<file path="src/rtl/vdec_hs_crc_ctrl.sv">
// rtl/vdec_hs_crc_ctrl.sv - serial HS CRC16 check sequencer after the Viterbi decoder
//
// Accepts a block descriptor, runs each decoded payload bit through the CRC16
// (x^16+x^12+x^5+1) next-state function, then compares the 16 received parity
// bits, MSB first, against the computed remainder.
//
// Optional feature macro: VDEC_HS_UEID_MASK_EN (UE-identity masking of the parity bits).
//
// Ports:
//   clk        core clock
//   rst_n      synchronous active-low reset
//   blk_start  one-cycle pulse, latches blk_len (and ue_id) and starts a block
//   blk_len    payload bit count, parity excluded
//   ue_id      UE identity for parity masking (VDEC_HS_UEID_MASK_EN only)
//   bit_vld    decoded bit valid
//   bit_in     decoded bit: payload first, then parity MSB first
//   busy       block in progress (DATA or PAR)
//   crc_done   one-cycle end-of-block pulse
//   crc_ok     check result, held until the next blk_start
//   crc_val    computed remainder, held

module vdec_hs_crc_ctrl #(
    parameter int LEN_W = 13
) (
    input  logic             clk,
    input  logic             rst_n,
    input  logic             blk_start,
    input  logic [LEN_W-1:0] blk_len,
`ifdef VDEC_HS_UEID_MASK_EN
    input  logic [15:0]      ue_id,
`endif
    input  logic             bit_vld,
    input  logic             bit_in,
    output logic             busy,
    output logic             crc_done,
    output logic             crc_ok,
    output logic [15:0]      crc_val
);

    typedef enum logic [1:0] {
        IDLE = 2'd0,
        DATA = 2'd1,
        PAR  = 2'd2,
        DONE = 2'd3
    } state_t;

    localparam logic [LEN_W-1:0] PAR_BITS = LEN_W'(16);
    localparam logic [LEN_W-1:0] ONE      = LEN_W'(1);

    state_t           state;
    state_t           state_nxt;
    logic [LEN_W-1:0] cnt;
    logic [15:0]      crc_reg;
    logic [15:0]      crc_hold;
    logic [15:0]      crc_val_q;
    logic             crc_ok_q;
    logic             mis;
    logic             last_cnt;
    logic             exp_bit;
    logic             par_err;
    logic [15:0]      crc_data_nxt;
    state_t           start_state;

`ifdef VDEC_HS_UEID_MASK_EN
    // Shifted left alongside crc_reg so bit 15 always lines up with parity bit k.
    logic [15:0]      ue_q;
`endif

    // Division-form LFSR: the incoming bit enters bit 0, bit 15 feeds back
    // into the polynomial taps.
    function automatic logic [15:0] crc_next(input logic [15:0] c, input logic b);
        return {c[14:0], b} ^ (c[15] ? 16'h1021 : 16'h0000);
    endfunction

    assign crc_data_nxt = crc_next(crc_reg, bit_in);
    assign last_cnt     = (cnt == ONE);
    assign start_state  = (blk_len == '0) ? PAR : DATA;

`ifdef VDEC_HS_UEID_MASK_EN
    assign exp_bit = crc_reg[15] ^ ue_q[15];
`else
    assign exp_bit = crc_reg[15];
`endif
    assign par_err = bit_in ^ exp_bit;

    always_ff @(posedge clk) begin
        if (!rst_n) begin
            state <= IDLE;
        end else begin
            state <= state_nxt;
        end
    end

    // blk_start restarts from any state, aborting an in-flight block silently.
    always_comb begin
        state_nxt = state;
        if (blk_start) begin
            state_nxt = start_state;
        end else begin
            case (state)
                IDLE: state_nxt = IDLE;
                DATA: if (bit_vld && last_cnt) state_nxt = PAR;
                PAR:  if (bit_vld && last_cnt) state_nxt = DONE;
                DONE: state_nxt = IDLE;
                default: state_nxt = IDLE;
            endcase
        end
    end

    always_ff @(posedge clk) begin
        if (!rst_n) begin
            cnt       <= '0;
            crc_reg   <= 16'h0000;
            crc_hold  <= 16'h0000;
            crc_val_q <= 16'h0000;
            crc_ok_q  <= 1'b0;
            mis       <= 1'b0;
`ifdef VDEC_HS_UEID_MASK_EN
            ue_q      <= 16'h0000;
`endif
        end else if (blk_start) begin
            // An empty payload goes straight to PAR, so the parity count is loaded directly.
            cnt      <= (blk_len == '0) ? PAR_BITS : blk_len;
            crc_reg  <= 16'h0000;
            crc_hold <= 16'h0000;
            mis      <= 1'b0;
            crc_ok_q <= 1'b0;
`ifdef VDEC_HS_UEID_MASK_EN
            ue_q     <= ue_id;
`endif
        end else if (bit_vld) begin
            case (state)
                DATA: begin
                    crc_reg  <= crc_data_nxt;
                    crc_hold <= crc_data_nxt;
                    cnt      <= last_cnt ? PAR_BITS : (cnt - ONE);
                end
                PAR: begin
                    mis     <= mis | par_err;
                    crc_reg <= {crc_reg[14:0], 1'b0};
`ifdef VDEC_HS_UEID_MASK_EN
                    ue_q    <= {ue_q[14:0], 1'b0};
`endif
                    cnt     <= cnt - ONE;
                    if (last_cnt) begin
                        // Include the final bit's mismatch, which mis has not absorbed yet.
                        crc_ok_q  <= ~(mis | par_err);
                        crc_val_q <= crc_hold;
                    end
                end
                default: ;
            endcase
        end
    end

    assign busy     = (state == DATA) || (state == PAR);
    assign crc_done = (state == DONE);
    assign crc_ok   = crc_ok_q;
    assign crc_val  = crc_val_q;

endmodule

</file>
<file path="config.mk">
export PLATFORM = sky130hd
export DESIGN_NAME = vdec_hs_crc_ctrl
export DESIGN_NICKNAME = d
export VERILOG_FILES = /design/src/rtl/vdec_hs_crc_ctrl.sv
export SDC_FILE = /design/constraint.sdc
export NUM_CORES = 1
export LEC_CHECK = 0
export CORE_ASPECT_RATIO = 0.6
export CORE_MARGIN = 3
export CORE_UTILIZATION = 55
export DETAILED_ROUTE_END_ITERATION = 6
export GPL_TIMING_DRIVEN = 0
export PLACE_DENSITY_LB_ADDON = 0.05
export SETUP_SLACK_MARGIN = 0.5
export SLEW_MARGIN = 20
export SYNTH_ARGS = -nofsm -noshare
export SYNTH_HDL_FRONTEND = slang
export SYNTH_SLANG_ARGS = --single-unit
export TNS_END_PERCENT = 5
</file>
<file path="constraint.sdc">
create_clock -name clk -period 2.67 [get_ports clk]
set_clock_uncertainty 0.05 [all_clocks]
set_input_delay 0.4005 -clock clk [delete_from_list [all_inputs] [get_ports clk]]
set_output_delay 0.4005 -clock clk [all_outputs]
set_load 0.02 [all_outputs]
</file>
Word-level counts from Yosys, hierarchy flattened
Cells that the tools add are included.
{ "totals": {"mem_bits_rw": 0, "output_inout_bits": 19, "latchBits": 0, "input_bits": 18, "n_memories": 0, "elab_cells": 48, "regBits": 65, "romBits": 0} }
{ "op_classes": {"reduce_logical": 16, "n_eq_ne": 6, "n_div": 0, "n_shift": 0, "n_mul": 0, "magnitude_cmp": 0, "muxes": 12, "bitwise": 6, "addsub": 1} }
{ "op_table": {"columns": ["op", "count"], "rows": [
  ["$mux W13", 5],
  ["$pmux W16 S2", 1],
  ["$pmux W13 S2", 1],
  ["$xor A16 B13 Y16", 1],
  ["$eq A13 B1 Y1 const B", 1],
  ["$logic_not A13 Y1", 1],
  ["$sub A13 B1 Y13 const B", 1],
  ["$reduce_and A2 Y1", 5],
  ["$mux W2", 4],
  ["$ne A3 B3 Y1 const B", 2],
  ["$pmux W2 S3", 1],
  ["$eq A2 B2 Y1 const B", 2],
  ["$reduce_and A4 Y1", 1],
  ["$reduce_bool A2 Y1", 2],
  ["$reduce_or A2 Y1", 2],
  ["$not A1 Y1", 3],
  ["$reduce_and A3 Y1", 1],
  ["$reduce_bool A3 Y1", 1],
  ["$eq A2 B1 Y1 const B", 1],
  ["$logic_not A2 Y1", 1],
  ["$logic_and A1 B1 Y1", 1],
  ["$logic_or A1 B1 Y1", 1],
  ["$or A1 B1 Y1", 1],
  ["$xor A1 B1 Y1", 1]
]} }

Depth between registers and ports, before layout
Gate-level depths: netlist of the first run.
{ "depth": {"depth_word": 5, "ltp_mapped": 9, "depth_no_buf": 7} }

Worst setup path after synthesis of the first run
Ideal clock, no wire load.
{ "synth_timing": {"path_kind": "register to register", "startpoint": "register cnt[3]", "endpoint": "register crc_val_q[10] (netlist: crc_val[10])", "setup_slack_ns": 0.306, "setup_ns": 0.116, "arrival_ns": 2.198, "period_less_slack_ns": 2.364, "path_stages_with_launch": 9, "required_ns": 2.504, "path_cell_list": "dfxtp_1 or4_4 or3_1 buf_6 or4_4 buf_6 buf_8 nand2_1 a21boi_1"} }
{ "synth_between": {"elab_chain_len": 2} }
{ "synth_lines": {"columns": ["element", "line", "source"], "rows": [
  ["start: declaration", "52", "logic [LEN_W-1:0] cnt;"],
  ["start signal: assignment", "123", "cnt <= (blk_len == '0) ? PAR_BITS : blk_len;"],
  ["start signal: assignment", "136", "cnt <= last_cnt ? PAR_BITS : (cnt - ONE);"],
  ["start signal: assignment", "144", "cnt <= cnt - ONE;"],
  ["$eq A13 B1 Y1", "76", "assign last_cnt = (cnt == ONE);"],
  ["$reduce_and A4 Y1 (no line)", null, null],
  ["end signal: assignment", "148", "crc_val_q <= crc_hold;"],
  ["end: declaration", "55", "logic [15:0] crc_val_q;"]
]} }
No other way between the ends.
A chain may end at the register's enable or synchronous reset.

Final worst setup path of the first run
{ "layout_timing": {"startpoint": "register cnt[4]", "endpoint": "register crc_val_q[7] (netlist: crc_val[7])"} }
Same word-level chain as after synthesis.

==> results.ini, run 1 <==
[worst_setup_path]
crit_fanout = 10
crit_buf_inv = 3
reg2reg_from = cnt[4]
cp-end-kind = flip-flop
critical-path-slowest-cell = or4_4
crit_arrival_ns = 2.53
cp.required_ns = 2.85
max_stage_delay_ns = 0.54
crit_chain = or4_4, or3_4, buf_6, or4_4, buf_6, buf_8, nand2_1, a21boi_1
cp_top_family = simple AND/OR/NAND/NOR gates
path_class = flip-flop to flip-flop
cp-start-kind = flip-flop
crit_start = cnt[4]

[floorplan]
die_w_um = 100
ioPinCount = 37
start_util = 0.604
core_area_um2 = 4850
die_h_um = 62.5
die-area_um2 = 6270
num_rows = 19

[global_route]
grt.overflow.total = 0
grt_use_total = 0.253
antenna_found_initial = 0
grt_max_degree = 11
first_global_vias = 2442
grt_pass1_wl_mm = 12.6

[detailed_routing]
drt_iter0_drc = 304
drt_pass1_iterations = 7
ant_nets = 0
vias = 2749
drc_errors = 1
wl_per_cell_um = 15.7
via_per_inst = 5.68
finalWirelength_mm = 7.60

[power_and_ir_drop]
power_leakage_nw = 1.26
ir_drop_mv = 0.476
power_density_nw_per_um2 = 590

[clocking]
cts_made_buffers = 9
cts_buffer_depth = 2
cts_num_sinks = 65
htreeDepth = 3
clk_pin_slew_ns = 0.06
cts_root_buf = clkbuf_8
clk_latency_ns = 0.34
cts_hold_buf = 0
cts_tree = built

[synth]
synth_nets = 387
synth_edf_count = 0
synth_ff_type = dfxtp_1
synthCells = 364
synth_seq_cells = 65
ys_seq_area_frac = 0.444
avgSynthCellArea_um2 = 8.05
yosysUniqueCellTypes = 47
synth-warning-count = 0
synthesis.area_um2 = 2930
async_reset_ff_frac = 0

[sta]
fin_crit_sh = 0.882
slew_violations = 0
rsz0062_at_grt = true
tightest_slew_ns = 0.539
fin_tns_setup_ns = 0
maxSlewHeadroom = 0.636
fin_ws_ns = 0.316
clock.fmax_ghz = 0.425
setup_viol = 0
whs_ns = 0.401
hold_viol = 0
period_needed_ns = 2.35

[min_path]
hold_start = crc_val[14]
hold_class = flip-flop to flip-flop

[placed_design]
port_buffers = 35
gp_congestion = 1.03
hpwlAfterDp_mm = 5.53
dp_slack_ns = -0.212
dp_cells = 462

[layout]
fin_nets = 440
drive_gt1_frac = 0.0950
most-common-layout-cells = nand2_1 (96), dfxtp_1 (63), clkdlybuf4s50_1 (35)
fillers = 386
synthToLayoutAreaGrowth_pct = 24.9
antennaDiodeCount = 0
final_common_cell = nand2_1
instances_no_fill = 484
utilization = 0.755

[run_status]
outcome = finished with violations
violations = design-rule violations

[job]
max_cap_viol_count = 0

-- synthesized netlist by cell type, drive strengths merged (2+ instances only) --
library cell	instances	area, µm²
a211oi	5	37.5
a21boi	18	135
a21oi	33	165
a221oi	2	17.5
a31oi	2	12.5
and2	5	31.3
buf	5	47.5
clkbuf	17	63.8
dfxtp	65	1300
ha	5	62.6
inv	7	26.3
mux2i	2	20.0
nand2	97	367
nand2b	3	18.8
nand3	6	30.0
nor2	20	75.1
nor2b	4	25.0
nor3	7	35.0
nor4	7	58.8
o211a	2	20.0
o211ai	3	22.5
o21a	5	37.5
o21ai	10	50.0
o311ai	2	17.5
or2	3	18.8
or3	6	37.5
or4	5	45.0
xnor2	6	52.6
xor2	2	17.5
-- timing repair --
action / 4_1_cts / 5_1_grt
setup endpoints to repair: 31 / 33
buffers inserted: 5 / 2
gates resized for setup: 7 / 8
pin swaps: 3 / 4
-- cells by family after synthesis --
logic type / after synthesis / synth area share
simple gates: 166 / 0.260
compound gates: 89 / 0.196
flops: 65 / 0.444
buf+inv: 29 / 0.0470
xor+xnor: 8 / 0.0239
fa+ha+maj: 5 / 0.0213
mux: 2 / 0.00683
-- per-stage QoR --
stage          cell area (µm²)  total power, mW
5_1_grt                   3660             2.25
4_1_cts                   3630             2.15
3_3_place_gp              3360             1.30
6_report                  3660             2.16
3_5_place_dp              3360             1.31
2_1_floorplan             2930             1.21
-- tightest hold or removal path, delay by kind of cell (launching register included) --
family / cells / cell delay [ns]
flip-flops: 1 / 0.31
AND/OR/NAND/NOR: 1 / 0.05
AO/OA/AOI/OAI: 1 / 0.05
-- worst paths after layout --
kind	to	slack (ns)	cells past startpoint
setup / recovery	crc_val[7]	0.32	8
hold / removal	crc_val[14]	0.40	2
setup reg to reg	crc_val[7]	0.32	8
hold reg to reg	crc_val[14]	0.40	2
-- power by group --
group / switching [mW] / internal (mW) / total [mW]
Combinational: 0.184 / 0.137 / 0.321
Clock: 0.346 / 0.478 / 0.824
Sequential: 0.0234 / 0.992 / 1.02
Total: 0.554 / 1.61 / 2.16
-- final cells by class --
cell class                      instances  area (µm²)  area share
Multi-Input combinational cell        270        1530       0.419
Buffer                                 22         119      0.0325
Sequential cell                        65        1300       0.356
Tap cell                               63        78.8      0.0215
Clock inverter                          2        37.5      0.0103
Timing Repair Buffer                   42         403       0.110
Inverter                                7        26.3     0.00718
Clock buffer                           13         159      0.0434
-- per-layer routing --
layer	GRT usage	part of all wire	vias up
li1	-	-	1353
met1	0.406	0.50	1209
met2	0.312	0.36	168
met3	0.0870	0.13	19
met4	0.0622	0.013	0
met5	0	0	-
(Power assumes the default switching activity.)
==> run 2, diff against run 1 <==
--- a/config.mk
+++ b/config.mk
@@ -10,10 +10,11 @@
 export CORE_UTILIZATION = 55
 export DETAILED_ROUTE_END_ITERATION = 6
 export GPL_TIMING_DRIVEN = 0
+export MAX_ROUTING_LAYER = met4
 export PLACE_DENSITY_LB_ADDON = 0.05
 export SETUP_SLACK_MARGIN = 0.5
 export SLEW_MARGIN = 20
 export SYNTH_ARGS = -nofsm -noshare
 export SYNTH_HDL_FRONTEND = slang
 export SYNTH_SLANG_ARGS = --single-unit
-export TNS_END_PERCENT = 5
+export TNS_END_PERCENT = 10
==> results.ini, run 2 (synthesis results as in run 1) <==
[run_status]
outcome = completed

[layout]
fillers = 335  ; -13%
final_common_cell = nand2_1
multi_input_area_um2 = 1580  ; +3.2%
drive_gt1_frac = 0.144  ; +0.0492
seq_area_um2 = 1310  ; about the same
instances_no_fill = 493  ; +1.9%
fin_nets = 450  ; +2.3%
antennaDiodeCount = 0  ; unchanged
most-common-layout-cells = nand2_1 (89), dfxtp_1 (62), clkdlybuf4s50_1 (34)
synthToLayoutAreaGrowth_pct = 31.4

[floorplan]
start_util = 0.604  ; unchanged
die-area_um2 = 6270  ; unchanged
ioPinCount = 37  ; unchanged
die_h_um = 62.5  ; unchanged
num_rows = 19  ; unchanged
die_w_um = 100  ; unchanged
core_area_um2 = 4850  ; unchanged

[sta]
period_needed_ns = 2.37  ; +0.0199 ns
tightest_slew_ns = 0.554  ; +0.0151 ns
fin_crit_sh = 0.889  ; +0.00747
hold_viol = 0  ; unchanged
clock.fmax_ghz = 0.421  ; -0.84%
setup_viol = 0  ; unchanged
slew_violations = 0  ; unchanged
whs_ns = 0.402  ; +0.000526 ns
rsz0062_at_grt = true
maxSlewHeadroom = 0.631  ; -0.00532

[placed_design]
port_buffers = 35  ; unchanged
gp_congestion = 0.937  ; -8.9%
hpwlAfterDp_mm = 5.79  ; +4.7%
dp_cells = 462  ; unchanged

[worst_setup_path]
crit_arrival_ns = 2.59  ; +0.06 ns
cp-end-kind = flip-flop
crit_buf_inv = 4  ; +1
rr_worst_depth = 9  ; +1
cp-start-kind = flip-flop
worst_path_most_repeated_cell = buf_6
critical-path-slowest-cell = or4_4
path_class = flip-flop to flip-flop
crit_chain = or4_4, or3_4, buf_6, buf_6, nor4_4, buf_6, buf_6, nand2_1, a21boi_1
crit_fanout = 6  ; -4
cp.required_ns = 2.89  ; +0.04 ns
max_stage_delay_ns = 0.54  ; about the same
cp_top_family = simple AND/OR/NAND/NOR gates
path_depth = 9  ; +1

[detailed_routing]
via_per_inst = 6.06  ; +6.7%
vias = 2987  ; +8.7%
wl_per_cell_um = 17.4  ; +11%
drc_errors = 0  ; -1
drt_iter0_drc = 374  ; +23%
drt_pass1_iterations = 5  ; -2
finalWirelength_mm = 8.58  ; +13%
ant_nets = 0  ; unchanged

[global_route]
grt_max_degree = 11  ; unchanged
grt.overflow.total = 0  ; unchanged
antenna_found_initial = 0  ; unchanged
first_global_vias = 2584  ; +5.8%
grt_use_total = 0.281  ; +0.0282
grt_pass1_wl_mm = 13.4  ; +6.8%

[clocking]
cts_num_sinks = 65  ; unchanged
cts_buffer_depth = 2  ; unchanged
cts_tree = built
cts_made_buffers = 9  ; unchanged
htreeDepth = 3  ; unchanged
cts_hold_buf = 0  ; unchanged
clk_pin_slew_ns = 0.07  ; about the same
cts_root_buf = clkbuf_8
clk_latency_ns = 0.34  ; about the same

[min_path]
holdPathStages = 2  ; unchanged
hold_class = flip-flop to flip-flop

[power_and_ir_drop]
power_leakage_nw = 1.39  ; +11%
power_density_nw_per_um2 = 591  ; +0.12%
ir_drop_mv = 0.483  ; +1.4%

[job]
max_cap_viol_count = 0  ; unchanged

run 2: path summary, 6_finish.rpt:
kind / from / to / slack (ns)
setup / recovery: cnt[6] / crc_val[10] / 0.30
hold / removal: crc_val[13] / crc_val[13] / 0.40
setup reg to reg: cnt[6] / crc_val[10] / 0.30
hold reg to reg: crc_val[13] / crc_val[13] / 0.40
run 2: tightest hold or removal path: cells and delay by family, from the launching register on:
| kind | cells | cell delay, ns |
|---|---|---|
| flip-flops | 1 | 0.32 |
| AND/OR/NAND/NOR | 1 | 0.05 |
| AO/OA/AOI/OAI | 1 | 0.04 |
run 2: timing repair:
item                                    4_1_cts  5_1_grt
gates resized for setup                      17       23
gates cloned                                  1        1
setup buffers                                11        4
endpoints found under the setup margin       32       45
pin swaps                                     7       12
run 2: layout make-up:
type | instances | area share
Buffer | 22 | 0.0318
Clock buffer | 11 | 0.0393
Clock inverter | 3 | 0.0169
Inverter | 7 | 0.00682
Multi-Input combinational cell | 270 | 0.411
Sequential cell | 65 | 0.339
Tap cell | 63 | 0.0205
Timing Repair Buffer | 52 | 0.135
run 2: where the power goes:
part / leakage (nW) / internal [mW] / switching [mW]
Combinational: 0.755 / 0.148 / 0.193
Sequential: 0.528 / 0.993 / 0.0234
Clock: 0.111 / 0.565 / 0.353
Total: 1.39 / 1.71 / 0.570
run 2: metrics by stage:
| step | area [µm²] | setup TNS [ns] | worst slack (ns) | power, mW | utilization |
|---|---|---|---|---|---|
| floorplan | 2940 | 0 | 0.367 | 1.22 | - |
| global placement | 3370 | -0.248 | -0.0682 | 1.31 | 0.695 |
| detailed placement | 3370 | -0.426 | -0.106 | 1.31 | 0.695 |
| CTS | 3750 | 0 | 0.327 | 2.25 | 0.773 |
| global route | 3850 | 0 | 0.242 | 2.36 | 0.794 |
| finish | 3850 | 0 | 0.296 | 2.28 | 0.794 |
run 2: layer usage:
layer	track usage	vias to the layer above	part of all wire	wire length, µm
li1	-	1382	-	-
met1	0.422	1393	0.46	3910
met2	0.352	199	0.40	3410
met3	0.104	13	0.14	1200
met4	0.0605	0	0.0084	72
met5	-	-	0	0
